`src/rtl/la_stream_bridge.sv`:
```
// la_stream_bridge: bridges a toggle-strobed logic-analyzer word stream into a
// first-word-fall-through FIFO feeding a decoder, and captures the decoder's
// result words back onto the analyzer side with a counter and a toggle flag.
module la_stream_bridge #(
  parameter int DATA_W = 16,                 // 8 or 16
  parameter int DEPTH  = 8,                  // power of two, 2..64
  parameter int OUT_W  = 8,
  parameter int CNT_W  = 3,
  parameter int OCC_W  = $clog2(DEPTH + 1)
) (
  input  logic              wb_clk_i,
  input  logic              wb_rst_ni,
  input  logic [DATA_W-1:0] la_in_data,
  input  logic              la_in_toggle,
  input  logic [1:0]        la_mode,
  output logic [DATA_W-1:0] dec_data,
  output logic              dec_valid,
  input  logic              dec_ready,
  input  logic [OUT_W-1:0]  res_data,
  input  logic              res_valid,
  output logic [OUT_W-1:0]  la_out_data,
  output logic [CNT_W-1:0]  la_out_count,
  output logic [3:0]        la_out_status,
  output logic [OCC_W-1:0]  occupancy
);

  localparam int PTR_W = (DEPTH > 1) ? $clog2(DEPTH) : 1;
  localparam logic [OCC_W-1:0] LP_DEPTH = OCC_W'(DEPTH);

  typedef enum logic [1:0] {
    MODE_PASS  = 2'b00,
    MODE_SWAP  = 2'b01,
    MODE_FLUSH = 2'b10,
    MODE_HOLD  = 2'b11
  } mode_e;

  // storage and state
  logic [DATA_W-1:0] r_mem [DEPTH];
  logic [PTR_W-1:0]  r_wptr;
  logic [PTR_W-1:0]  r_rptr;
  logic [OCC_W-1:0]  r_occ;
  logic              r_tog_q;
  logic              r_ovf;
  logic [DATA_W-1:0] r_last;
  logic [OUT_W-1:0]  r_out_data;
  logic [CNT_W-1:0]  r_out_cnt;
  logic              r_res_tog;

  // decoded controls
  mode_e             w_mode;
  logic              w_flush;
  logic              w_hold;
  logic              w_empty;
  logic              w_full;
  logic              w_push_req;
  logic              w_pop;
  logic              w_push_ok;
  logic              w_push_drop;
  logic [DATA_W-1:0] w_swapped;
  logic [DATA_W-1:0] w_wdata;

  assign w_mode  = mode_e'(la_mode);
  assign w_flush = (w_mode == MODE_FLUSH);
  assign w_hold  = (w_mode == MODE_HOLD);
  assign w_empty = (r_occ == '0);
  assign w_full  = (r_occ == LP_DEPTH);

  // Every level change of the strobe is one push request.
  assign w_push_req = la_in_toggle ^ r_tog_q;

  // Byte swap only has meaning for two-byte words; 8-bit words pass through.
  if (DATA_W == 16) begin : g_swap16
    assign w_swapped = {la_in_data[7:0], la_in_data[DATA_W-1:8]};
  end else begin : g_swap8
    assign w_swapped = la_in_data;
  end

  assign w_wdata = (w_mode == MODE_SWAP) ? w_swapped : la_in_data;

  // Head is offered whenever data exists, except while flushing.
  assign dec_valid = !w_empty && !w_flush;
  // Hold freezes the read side but still lets the write side fill.
  assign w_pop     = dec_valid && dec_ready && !w_hold;

  // A full FIFO still takes a push when a pop frees a slot at the same edge.
  assign w_push_ok   = w_push_req && !w_flush && (!w_full || w_pop);
  assign w_push_drop = w_push_req && !w_flush && !w_push_ok;

  // FWFT head; when empty, keep presenting the last head seen.
  assign dec_data = w_empty ? r_last : r_mem[r_rptr];

  assign la_out_data   = r_out_data;
  assign la_out_count  = r_out_cnt;
  assign la_out_status = {r_res_tog, r_ovf, w_full, w_empty};
  assign occupancy     = r_occ;

  // Strobe edge detector; also tracks the strobe during reset so that
  // leaving reset never creates a phantom push.
  always_ff @(posedge wb_clk_i) begin
    r_tog_q <= la_in_toggle;
  end

  // FIFO word storage; contents need no reset.
  always_ff @(posedge wb_clk_i) begin
    if (wb_rst_ni && w_push_ok) r_mem[r_wptr] <= w_wdata;
  end

  // Pointers, occupancy and the overflow sticky bit.
  always_ff @(posedge wb_clk_i) begin
    if (!wb_rst_ni) begin
      r_wptr <= '0;
      r_rptr <= '0;
      r_occ  <= '0;
      r_ovf  <= 1'b0;
    end else if (w_flush) begin
      r_wptr <= '0;
      r_rptr <= '0;
      r_occ  <= '0;
      r_ovf  <= 1'b0;
    end else begin
      if (w_push_ok) r_wptr <= r_wptr + 1'b1;
      if (w_pop)     r_rptr <= r_rptr + 1'b1;
      case ({w_push_ok, w_pop})
        2'b10:   r_occ <= r_occ + 1'b1;
        2'b01:   r_occ <= r_occ - 1'b1;
        default: r_occ <= r_occ;
      endcase
      if (w_push_drop) r_ovf <= 1'b1;
    end
  end

  // Remember the head currently shown so it can be held once the FIFO drains.
  always_ff @(posedge wb_clk_i) begin
    if (!wb_rst_ni) r_last <= '0;
    else            r_last <= dec_data;
  end

  // Result capture runs regardless of mode, flush included.
  always_ff @(posedge wb_clk_i) begin
    if (!wb_rst_ni) begin
      r_out_data <= '0;
      r_out_cnt  <= '0;
      r_res_tog  <= 1'b0;
    end else if (res_valid) begin
      r_out_data <= res_data;
      r_out_cnt  <= r_out_cnt + 1'b1;
      r_res_tog  <= ~r_res_tog;
    end
  end

endmodule

```
`config.mk`:
```
export PLATFORM = sky130hd
export DESIGN_NAME = la_stream_bridge
export DESIGN_NICKNAME = d
export VERILOG_FILES = /design/src/rtl/la_stream_bridge.sv
export SDC_FILE = /design/constraint.sdc
export NUM_CORES = 1
export LEC_CHECK = 0
export ABC_AREA = 1
export CELL_PAD_IN_SITES_DETAIL_PLACEMENT = 0
export CELL_PAD_IN_SITES_GLOBAL_PLACEMENT = 1
export CORE_ASPECT_RATIO = 0.75
export CORE_UTILIZATION = 48
export DETAILED_ROUTE_END_ITERATION = 12
export GPL_ROUTABILITY_DRIVEN = 0
export PLACE_DENSITY = 0.94
export SETUP_SLACK_MARGIN = 0.3
export SLEW_MARGIN = 15
export SYNTH_ARGS = -nofsm -noshare
export SYNTH_HDL_FRONTEND = slang
export SYNTH_SLANG_ARGS = --single-unit
```
`constraint.sdc`:
```
create_clock -name wb_clk_i -period 6.1 [get_ports wb_clk_i]
set_input_delay 1.22 -clock wb_clk_i [delete_from_list [all_inputs] [get_ports wb_clk_i]]
set_output_delay 1.22 -clock wb_clk_i [all_outputs]
set_load 0.05 [all_outputs]
```
# After elaboration in Yosys (flattened, before gate mapping)
# Memory sizes are Yosys's and may differ from the RTL's. A register that Yosys moved wholly into a read port is not among the register bits.
# Cells that the tools add are included.
# Widths: inputs -> output; s select.
[totals]
inputBits = 31
memories = 1
ff_bits = 40
ram_bits = 128
latchBits = 0
wordCells = 47
out_inout_bits = 36
rom_bits = 0
[mem_list]
columns = ["memory", "depth", "width", "read_ports", "rd_clocked_by_memory_dff", "wr", "line", "source"]
rows = [
  ["r_mem", 8, 16, 1, 1, 1, "38", "logic [DATA_W-1:0] r_mem [DEPTH];"],
]
[classes]
n_addsub = 5
bitwise_logic = 3
n_reduce_logical = 16
n_shift = 0
mul = 0
div = 0
order_cmp = 0
mux = 7
n_eq_ne = 6
[ops]
columns = ["cell", "n"]
rows = [
  ["$mux 16", 2],
  ["$add 3x1->3 const B", 3],
  ["$pmux 4 s2", 1],
  ["$logic_and 1x1->1", 7],
  ["$eq 2x2->1 const B", 3],
  ["$mux 3", 2],
  ["$logic_not 1->1", 5],
  ["$add 4x1->4 const B", 1],
  ["$eq 2x1->1 const B", 2],
  ["$eq 4x4->1 const B", 1],
  ["$logic_not 4->1", 1],
  ["$sub 4x1->4 const B", 1],
  ["$mux 1", 2],
  ["$not 1->1", 2],
  ["$reduce_bool 2->1", 1],
  ["$reduce_or 2->1", 1],
  ["$logic_or 1x1->1", 1],
  ["$xor 1x1->1", 1],
]

# Longest topological paths before layout
# Gate-level depths: netlist (run 1).
[logic_depth]
word_depth = 10
depth_mapped = 14
depth_no_buf = 14

# Worst setup path after synthesis (run 1)
# OpenSTA, ideal clock, no wires.
[synth_timing]
kind = "input-to-reg"
startpoint = "input la_mode[1]"
endpoint = "memory r_mem[4][0], enable pin"
path_stages = 7
path_slack_ns = 2.753
setup_ns = 0.409
n_path_buf = 0
arrival_time_ns = 2.938
t_required_ns = 5.691
cell_sequence = "inv_2 -> nor2_1 -> nor3_4 -> nand2_2 -> inv_2 -> nand2_1 -> nor3_1"
[synth_between]
elab_chain_cells = 10
elab_cells_between_ends = 13
cone_classes = "2 x eq/ne; 2 x mux; 9 x reduce/logical"
[synth_lines]
columns = ["item", "line", "source"]
rows = [
  ["start: declaration", "15", "input logic [1:0] la_mode,"],
  ["$eq 2x2->1", "63", "assign w_flush = (w_mode == MODE_FLUSH);"],
  ["$logic_not 1->1", "81, 86", ""],
  ["$logic_and 1x1->1", "81", "assign dec_valid = !w_empty && !w_flush;"],
  ["$logic_and 1x1->1 (2 in a row)", "83", "assign w_pop = dec_valid && dec_ready && !w_hold;"],
  ["$logic_or 1x1->1", "86", "assign w_push_ok = w_push_req && !w_flush && (!w_full || w_pop);"],
  ["$logic_and 1x1->1 *", "86", ""],
  ["$logic_and 1x1->1 *", "105", "if (wb_rst_ni && w_push_ok) r_mem[r_wptr] <= w_wdata;"],
  ["$mux 1 *", "105", ""],
  ["$mux 1 (implied by the code) *", "105", ""],
  ["end: declaration", "38", ""],
]
# Every way passes the cells marked *; elsewhere a longest branch is shown, timed or not.

==> run summary, run 1 <==
status: finished clean
via count: 5238
Reg2Reg Setup Slack: 3.65 ns
row count: 38
metal2 WL: 7610 um
Worst setup endpoint: dec_data[6]
Syn-to-layout area delta: 18.9%
Post-Syn Area per Cell: 9.43 um^2
Final Max Tran Viols: 0
initial antenna violation count: 0
Final Hold Fails: 0
Reg-to-Reg End: r_mem[4][10]$_DFFE_PP_
root buf cell: clkbuf_16
crit path time final: 4.21 ns
Comb pwr share: 0.216
CTS max path bufs: 2
H-tree depth: 4
die area: 16000 um^2
Min-Delay Path Class: reg2reg
drt pass-1 iters: 5
footprint of the multi-input gates: 2060 um^2
Critical Path Most Common Cell: nand2_1
Power Density: 342 nW/um^2
# fillers: 1209
All-Layer GR Usage: 0.219
Worst Skew: 0.00860 ns
Net Sw Frac: 0.302
FMAX: 238 MHz
postcts setup bufs: 0
Seq/Total Area, Yosys: 0.633
CP delay by family, top: buffers and inverters
peak supply drop: 0.000229 V
worst-path cell chain: inv_2, nand2_1, nand2_1, nand2_1, nand3_1, nand3_1, nand2_1, clkdlybuf4s50_1
hold_ws: 0.465 ns
I/O pins: 67
Syn Nets: 825
dominant cells by area after synthesis: edfxtp_1 52%, dfxtp_1 12%, nand2_1 11%
input/output buffers: 66
grt ovf: 0
reg2reg path depth: 7
DR WL/cell: 15.2 um
Core Box Area: 14800 um^2
Reg power frac: 0.440
Antenna Nets Post-Route: 0
number of flops mapped to enable cells by yosys: 128
met3 routed WL: 978 um
Die Y-Extent: 110 um
clock sinks: 171
global-route wire length before repair: 25800 um
Post-Syn Area: 7430 um^2
top cell type's share of synthesized area: 0.517
CP Class: reg2out
final net count: 887
Die X: 146 um
most used standard cell by instance count after synthesis: nand2_1
Slew @ Worst Pin: 1.15 ns
Setup violations, final: 0
uppermost layer routed: met4
Top FF cell, synth: edfxtp_1
sw power: 912 uW
slowest CP cell: clkdlybuf4s50_1
clock share of power: 0.344
CTS tree: done
number of global-route vias before repair: 4895
Residual DRC: 0
TritonCTS Buffers: 17
max_cap viols: 0
CP required: 4.88 ns
FFs w/ async S/R, synth: 0
Final HPWL DP: 9320 um
Internal: 2.11 mW
WL final: 16200 um
Tot Pwr: 3.02 mW
CTS clock-pin slew for the worst setup and hold paths: 0.06 ns
DR iter-0 viols: 364
wire length on met1: 7330 um
slowest stage delay, CP: 0.80 ns
PostCTS Resize Cnt: 0
Cell variety after synth: 29
vias per inst: 4.93
layout cells sized above 1: 0.0684
crit path max fanout: 64
Syn Inst Count: 788
CTS Hold Bufs: 0
commonest cells in the netlist: 227 x nand2_1, 128 x edfxtp_1, 123 x inv_1
Seq cells post-synth: 171
cell taking the most area after synthesis: edfxtp_1
Setup TNS: 0 ns
antenna cells: 0
Slew headroom: 0.228
startpoint of the worst register-to-register path: occupancy[0]$_SDFFE_PP0P_
Clock Latency Late Sink: 0.43 ns
fin crit share: 0.690
critical path depth: 8
critical path data arrival time: 2.99 ns
Starting Density: 0.503
Ys Warns: 0
sequential cell area: 4710 um^2
unrepaired setup endpoints after global routing: false
Lkg Pwr: 3.76 nW
pin count of the biggest net entering global routing: 65
Critical Path Start Type: flop
crit end category: output pin
Crit path buffers/inverters: 2
## metrics by stage
step	utilization	cells	area [um^2]	worst slack [ns]
after floorplan	-	788	7430	2.75
after global placement	0.559	1031	8260	2.09
after detailed placement	0.559	1031	8260	2.07
after CTS	0.597	1063	8830	1.87
after global routing	0.597	1063	8830	1.70
final	0.597	1063	8830	1.89
## worst min-delay path: stages, from the launching register on
cell and delay (ns):
dfxtp_1 0.31, inv_1 0.05, a21oi_1 0.05
## power groups by stage
stage          logic (mW)  registers, mW  clock network (mW)
2_1_floorplan       0.420           1.38                   0
3_3_place_gp        0.653           1.35                   0
3_5_place_dp        0.657           1.35                   0
4_1_cts             0.659           1.33                1.05
5_1_grt             0.704           1.33                1.10
6_report            0.653           1.33                1.04
## how the worst min path moves through the flow
stage	end	startpoint	cells past startpoint
final	r_ovf$_SDFFE_PP0P_	r_ovf$_SDFFE_PP0P_	2
after global routing	r_ovf$_SDFFE_PP0P_	r_ovf$_SDFFE_PP0P_	2
after global placement	r_ovf$_SDFFE_PP0P_	r_ovf$_SDFFE_PP0P_	2
after detailed placement	r_ovf$_SDFFE_PP0P_	r_ovf$_SDFFE_PP0P_	2
after CTS	r_ovf$_SDFFE_PP0P_	r_ovf$_SDFFE_PP0P_	2
after floorplan	r_ovf$_SDFFE_PP0P_	r_ovf$_SDFFE_PP0P_	2
## kinds of logic after synthesis
group / after synthesis / share of synthesized area
simple gates: 384 / 0.220
buf+inv: 165 / 0.0921
xor+xnor: 6 / 0.00707
flops: 171 / 0.633
compound gates: 56 / 0.0377
fa+ha+maj: 6 / 0.0101
## state kept, by name, indices dropped and copies added (netlist names), 3 cells and up, named ones only
| register | count |
|---|---|
| r_last | 16 |
| r_rptr | 3 |
| r_wptr | 3 |
| la_out_data | 8 |
| la_out_count | 3 |
| occupancy | 4 |
| r_mem | 128 |
## placed cells by master (no fill, tap or decap), drive strengths merged, types with 13 or more instances in the layout
cell type	count
clkdlybuf4s50	66
clkbuf	23
inv	130
dfxtp	43
nor2	41
nand3	104
nand2	229
o21ai	20
a21oi	36
edfxtp	128
buf	13
## area by class of cell
class,count,area share
clock buffer,23,0.0552
sequential,171,0.533
tap,200,0.0283
inverter,129,0.0550
clock inverter,9,0.00949
multi-input combinational,452,0.233
timing repair buffer,79,0.0858
## layer usage
| layer | vias up | global-route usage |
|---|---|---|
| li1 | 2652 | - |
| met1 | 2386 | 0.284 |
| met2 | 173 | 0.367 |
| met3 | 27 | 0.0473 |
| met4 | 0 | 0.0812 |
| met5 | - | 0 |
Power figures use the tool's default switching activity.
==> run 2: changes to the inputs <==
Settings changed: CORE_UTILIZATION 48 to 40, PLACE_DENSITY 0.94 to 0.84.
Clock period 6.1 ns to 3.45 ns, I/O delays scaled along.
==> run 2 against run 1 <==
Against the previous run:
- largest cell class unchanged
- sequential cell count unchanged
- setup slack got worse by 1.4 ns
- clock skew increased by 0.00074 ns
- critical path type unchanged
- sequential power increased by 77%
- via count decreased by 0.44%
- largest power group unchanged
==> run summary, run 2 (same netlist as run 1, synthesis figures left out) <==
row count: 42
Hold Crit Endpoint: r_ovf$_SDFFE_PP0P_
unrepaired setup endpoints after global routing: false
Lkg Pwr: 3.95 nW
FMAX: 343 MHz
number of global-route vias before repair: 5052
DR WL/cell: 14.9 um
placed instance area: 8610 um^2
worst hold stages: 2
crit path time final: 2.92 ns
CTS clock-pin slew for the worst setup and hold paths: 0.06 ns
# fillers: 1572
fin crit share: 0.845
input/output buffers: 66
placed cell count: 1089
sequential cell area: 4710 um^2
root buf cell: clkbuf_16
most common cell after layout, fill and taps aside: nand2_1
grt ovf: 0
commonest non-fill, non-tap cells in the layout: 227 x nand2_1, 128 x edfxtp_1, 123 x inv_1, 103 x nand3_1, 47 x clkdlybuf4s50_1
Final Util: 0.512
antenna cells: 0
Worst Skew: 0.00934 ns
Antenna Nets Post-Route: 0
Die X: 159 um
DR iter-0 viols: 386
vias per inst: 4.65
pin count of the biggest net entering global routing: 65
status: finished clean
critical path data arrival time: 2.23 ns
Final Hold Fails: 0
TritonCTS Buffers: 17
drt pass-1 iters: 5
Clock Latency Late Sink: 0.43 ns
Die Y-Extent: 120 um
crit path max fanout: 21
hold_ws: 0.460 ns
layout cells sized above 1: 0.100
CTS max path bufs: 2
Core Box Area: 17900 um^2
CP required: 2.76 ns
global-route wire length before repair: 26900 um
Critical Path Most Common Cell: nand3_1
Slew headroom: 0.299
Power Density: 608 nW/um^2
Tot Pwr: 5.58 mW
crit end category: output pin
Design Area, Final: 9180 um^2
setup ws final: 0.535 ns
Reg-to-Reg End: occupancy[2]$_SDFFE_PP0P_
All-Layer GR Usage: 0.188
initial antenna violation count: 0
Worst Min Path Start: r_ovf$_SDFFE_PP0P_
slowest CP cell: dfxtp_1
Critical Path Start Type: flop
Setup TNS: 0 ns
Biggest register: r_mem
Largest register FFs: 128
WL final: 16700 um
Final Non-Filler Cells: 1121
Reg2Reg Setup Slack: 1.20 ns
CTS tree: done
footprint of the multi-input gates: 2060 um^2
max_cap viols: 0
final net count: 903
Min-Delay Path Class: reg2reg
reg2reg path depth: 13
peak supply drop: 0.000263 V
CP Class: reg2out
slowest stage delay, CP: 0.66 ns
Setup violations, final: 0
Starting Density: 0.415
Final HPWL DP: 10500 um
H-tree depth: 4
pre-CTS setup slack: 0.524 ns
clock sinks: 171
Final Max Tran Viols: 0
Slew @ Worst Pin: 1.04 ns
via count: 5215
die area: 19100 um^2
worst-path cell chain: buf_4, nand3_1, nand3_1, nand3_1, nand2_1, buf_12
I/O pins: 67
Residual DRC: 0
Syn-to-layout area delta: 23.6%
startpoint of the worst register-to-register path: occupancy[1]$_SDFFE_PP0P_
==> run 2: how the worst max path moves through the flow <==
stage	startpoint	end	depth (start not counted)
floorplan	la_mode[1]	r_mem[4][0]$_DFFE_PP_	7
global placement	la_mode[1]	dec_valid	5
detailed placement	la_mode[1]	dec_valid	5
CTS	occupancy[0]$_SDFFE_PP0P_	la_out_status[0]	4
global route	flop	dec_data[3]	8
finish	flop	dec_data[3]	6
==> run 2: layer usage <==
metal	vias to the layer above	global-route usage	wire, um
li1	2689	-	-
met1	2389	0.259	7770
met2	124	0.288	7640
met3	13	0.0505	1050
met4	0	0.0595	246
met5	-	0	0
==> run 2: power by group <==
group / switching [mW] / internal, mW / leakage (nW)
clock: 0.739 / 1.11 / 0.282
sequential: 0.0397 / 2.31 / 1.51
combinational: 0.865 / 0.515 / 2.16
==> run 2: layout make-up <==
cell class                 instances  share of cell area
sequential                       171               0.512
clock inverter                    10              0.0108
tap                              242              0.0330
multi-input combinational        452               0.225
inverter                         129              0.0529
timing repair buffer              95               0.115
clock buffer                      22              0.0516
==> run 2: critical path, delay by kind of cell, from the launching register on <==
kind,cells,cell delay (ns)
flip-flops,1,0.66
buffers and inverters,2,0.55
AND/OR/NAND/NOR,4,0.58
==> run 2: repair_timing <==
action                     4_1_cts  5_1_grt
hold buffers                     0        0
setup endpoints to repair        1        2
buffers inserted                 0        0
gates resized for setup          1        2
==> run 3: changes to the inputs <==
Clock period 3.45 ns to 2.5 ns, I/O delays scaled along.
==> run 3 against run 2 <==
Against the previous run:
- clock skew shrank 0.0029 ns
- sequential share of layout area is 4.1 points lower
- die area unchanged
- global-route usage up 1.7 points
- clock power rose by 39%
- largest cell class unchanged
==> run summary, run 3 (same netlist as run 1, synthesis figures left out) <==
WL final: 19200 um
Slew headroom: 0.296
critical path data arrival time: 1.82 ns
number of global-route vias before repair: 5315
Setup violations, final: 0
final net count: 928
Min-Delay Path Class: reg2reg
pre-CTS setup slack: -0.00897 ns
CP required: 2.00 ns
drt pass-1 iters: 5
sw power: 2.42 mW
crit path max fanout: 8
via count: 5614
DR iter-0 viols: 604
pin count of the biggest net entering global routing: 33
All-Layer GR Usage: 0.205
CTS Hold Bufs: 0
Starting Density: 0.415
most common cell after layout, fill and taps aside: nand2_1
max_cap viols: 0
CTS tree: done
clock sinks: 171
Residual DRC: 0
global-route wire length before repair: 28900 um
FMAX: 431 MHz
Power Density: 806 nW/um^2
unrepaired setup endpoints after global routing: true
Core Box Area: 17900 um^2
root buf cell: clkbuf_16
Final HPWL DP: 11800 um
row count: 42
I/O pins: 67
crit end category: output pin
Worst Skew: 0.00647 ns
input/output buffers: 66
Internal: 5.62 mW
Biggest register: r_mem
Largest register FFs: 128
commonest non-fill, non-tap cells in the layout: 192 x nand2_1, 128 x edfxtp_1, 122 x inv_1, 63 x nand3_1, 43 x clkdlybuf4s50_1
peak supply drop: 0.000540 V
Final Max Tran Viols: 0
H-tree depth: 4
status: finished clean
TritonCTS Buffers: 17
initial antenna violation count: 0
Lkg Pwr: 4.25 nW
Critical Path Start Type: flop
Clock Latency Late Sink: 0.43 ns
Slew @ Worst Pin: 1.05 ns
setup ws final: 0.182 ns
DR WL/cell: 16.7 um
Reg2Reg Setup Slack: 0.45 ns
Antenna Nets Post-Route: 0
clock share of power: 0.320
vias per inst: 4.90
layout cells sized above 1: 0.218
CTS clock-pin slew for the worst setup and hold paths: 0.06 ns
Final Hold Fails: 0
Reg power frac: 0.404
# fillers: 1455
Comb pwr share: 0.275
Final Util: 0.557
Net Sw Frac: 0.301
Setup TNS: 0 ns
die area: 19100 um^2
fin crit share: 0.927
Die Y-Extent: 120 um
Syn-to-layout area delta: 34.4%
grt ovf: 0
Die X: 159 um
antenna cells: 0
CTS max path bufs: 2
CP Class: reg2out
crit path time final: 2.32 ns
-- run 3: path summary, 6_finish.rpt --
| check | startpoint | end | cells after the start |
|---|---|---|---|
| worst max register to register | occupancy[0]$_SDFFE_PP0P_ | occupancy[2]$_SDFFE_PP0P_ | 14 |
| worst min register to register | r_ovf$_SDFFE_PP0P_ | r_ovf$_SDFFE_PP0P_ | 2 |
| worst max-delay path | flop | dec_data[10] | 9 |
| worst min-delay path | r_ovf$_SDFFE_PP0P_ | r_ovf$_SDFFE_PP0P_ | 2 |
-- run 3: area by class of cell --
cell class	count	area, um^2	area share
repair buffers	120	1520	0.152
inverters	129	500	0.0501
clock buffers	26	522	0.0522
clock inverters	6	58.8	0.00589
multi-input cells	452	2370	0.238
flip-flops and latches	171	4710	0.472
well taps	242	303	0.0303
-- run 3: per-stage QoR --
stage	hold slack (ns)	std cells	power [mW]	cell area, um^2
6_report	0.459	1146	8.05	9990
5_1_grt	0.518	1146	8.31	9990
4_1_cts	0.455	1140	8.01	9770
3_5_place_dp	0.446	1092	5.25	8730
3_3_place_gp	0.444	1092	5.23	8730
2_1_floorplan	0.430	788	4.40	7450
-- run 3: layer usage --
metal	track usage	routed length, um	up-vias
met5	0	0	-
met4	0.0643	159	0
met3	0.0591	2010	16
met2	0.289	8110	245
met1	0.302	8920	2608
li1	-	-	2745
-- run 3: power groups by stage --
stage | sequential [mW] | clock, mW | combinational [mW]
2_1_floorplan | 3.37 | 0 | 1.03
3_3_place_gp | 3.30 | 0 | 1.93
3_5_place_dp | 3.31 | 0 | 1.94
4_1_cts | 3.25 | 2.60 | 2.16
5_1_grt | 3.26 | 2.71 | 2.34
6_report | 3.25 | 2.58 | 2.22
-- run 3: worst max-delay path: stages, from the launching register on --
cell and delay, ns:
dfxtp_4 0.39, buf_6 0.15, buf_12 0.13, buf_16 0.14
nand2_1 0.07, nand3_1 0.07, nand3_1 0.10, nand3_2 0.09
nand2_2 0.11, buf_12 0.14
-- run 3: what timing repair did --
| item | in CTS | in global routing |
|---|---|---|
| pin swaps | 28 | 16 |
| setup buffers | 11 | 4 |
| resized for setup | 64 | 33 |
| endpoints found under the setup margin | 22 | 35 |
| gates cloned | 5 | 2 |
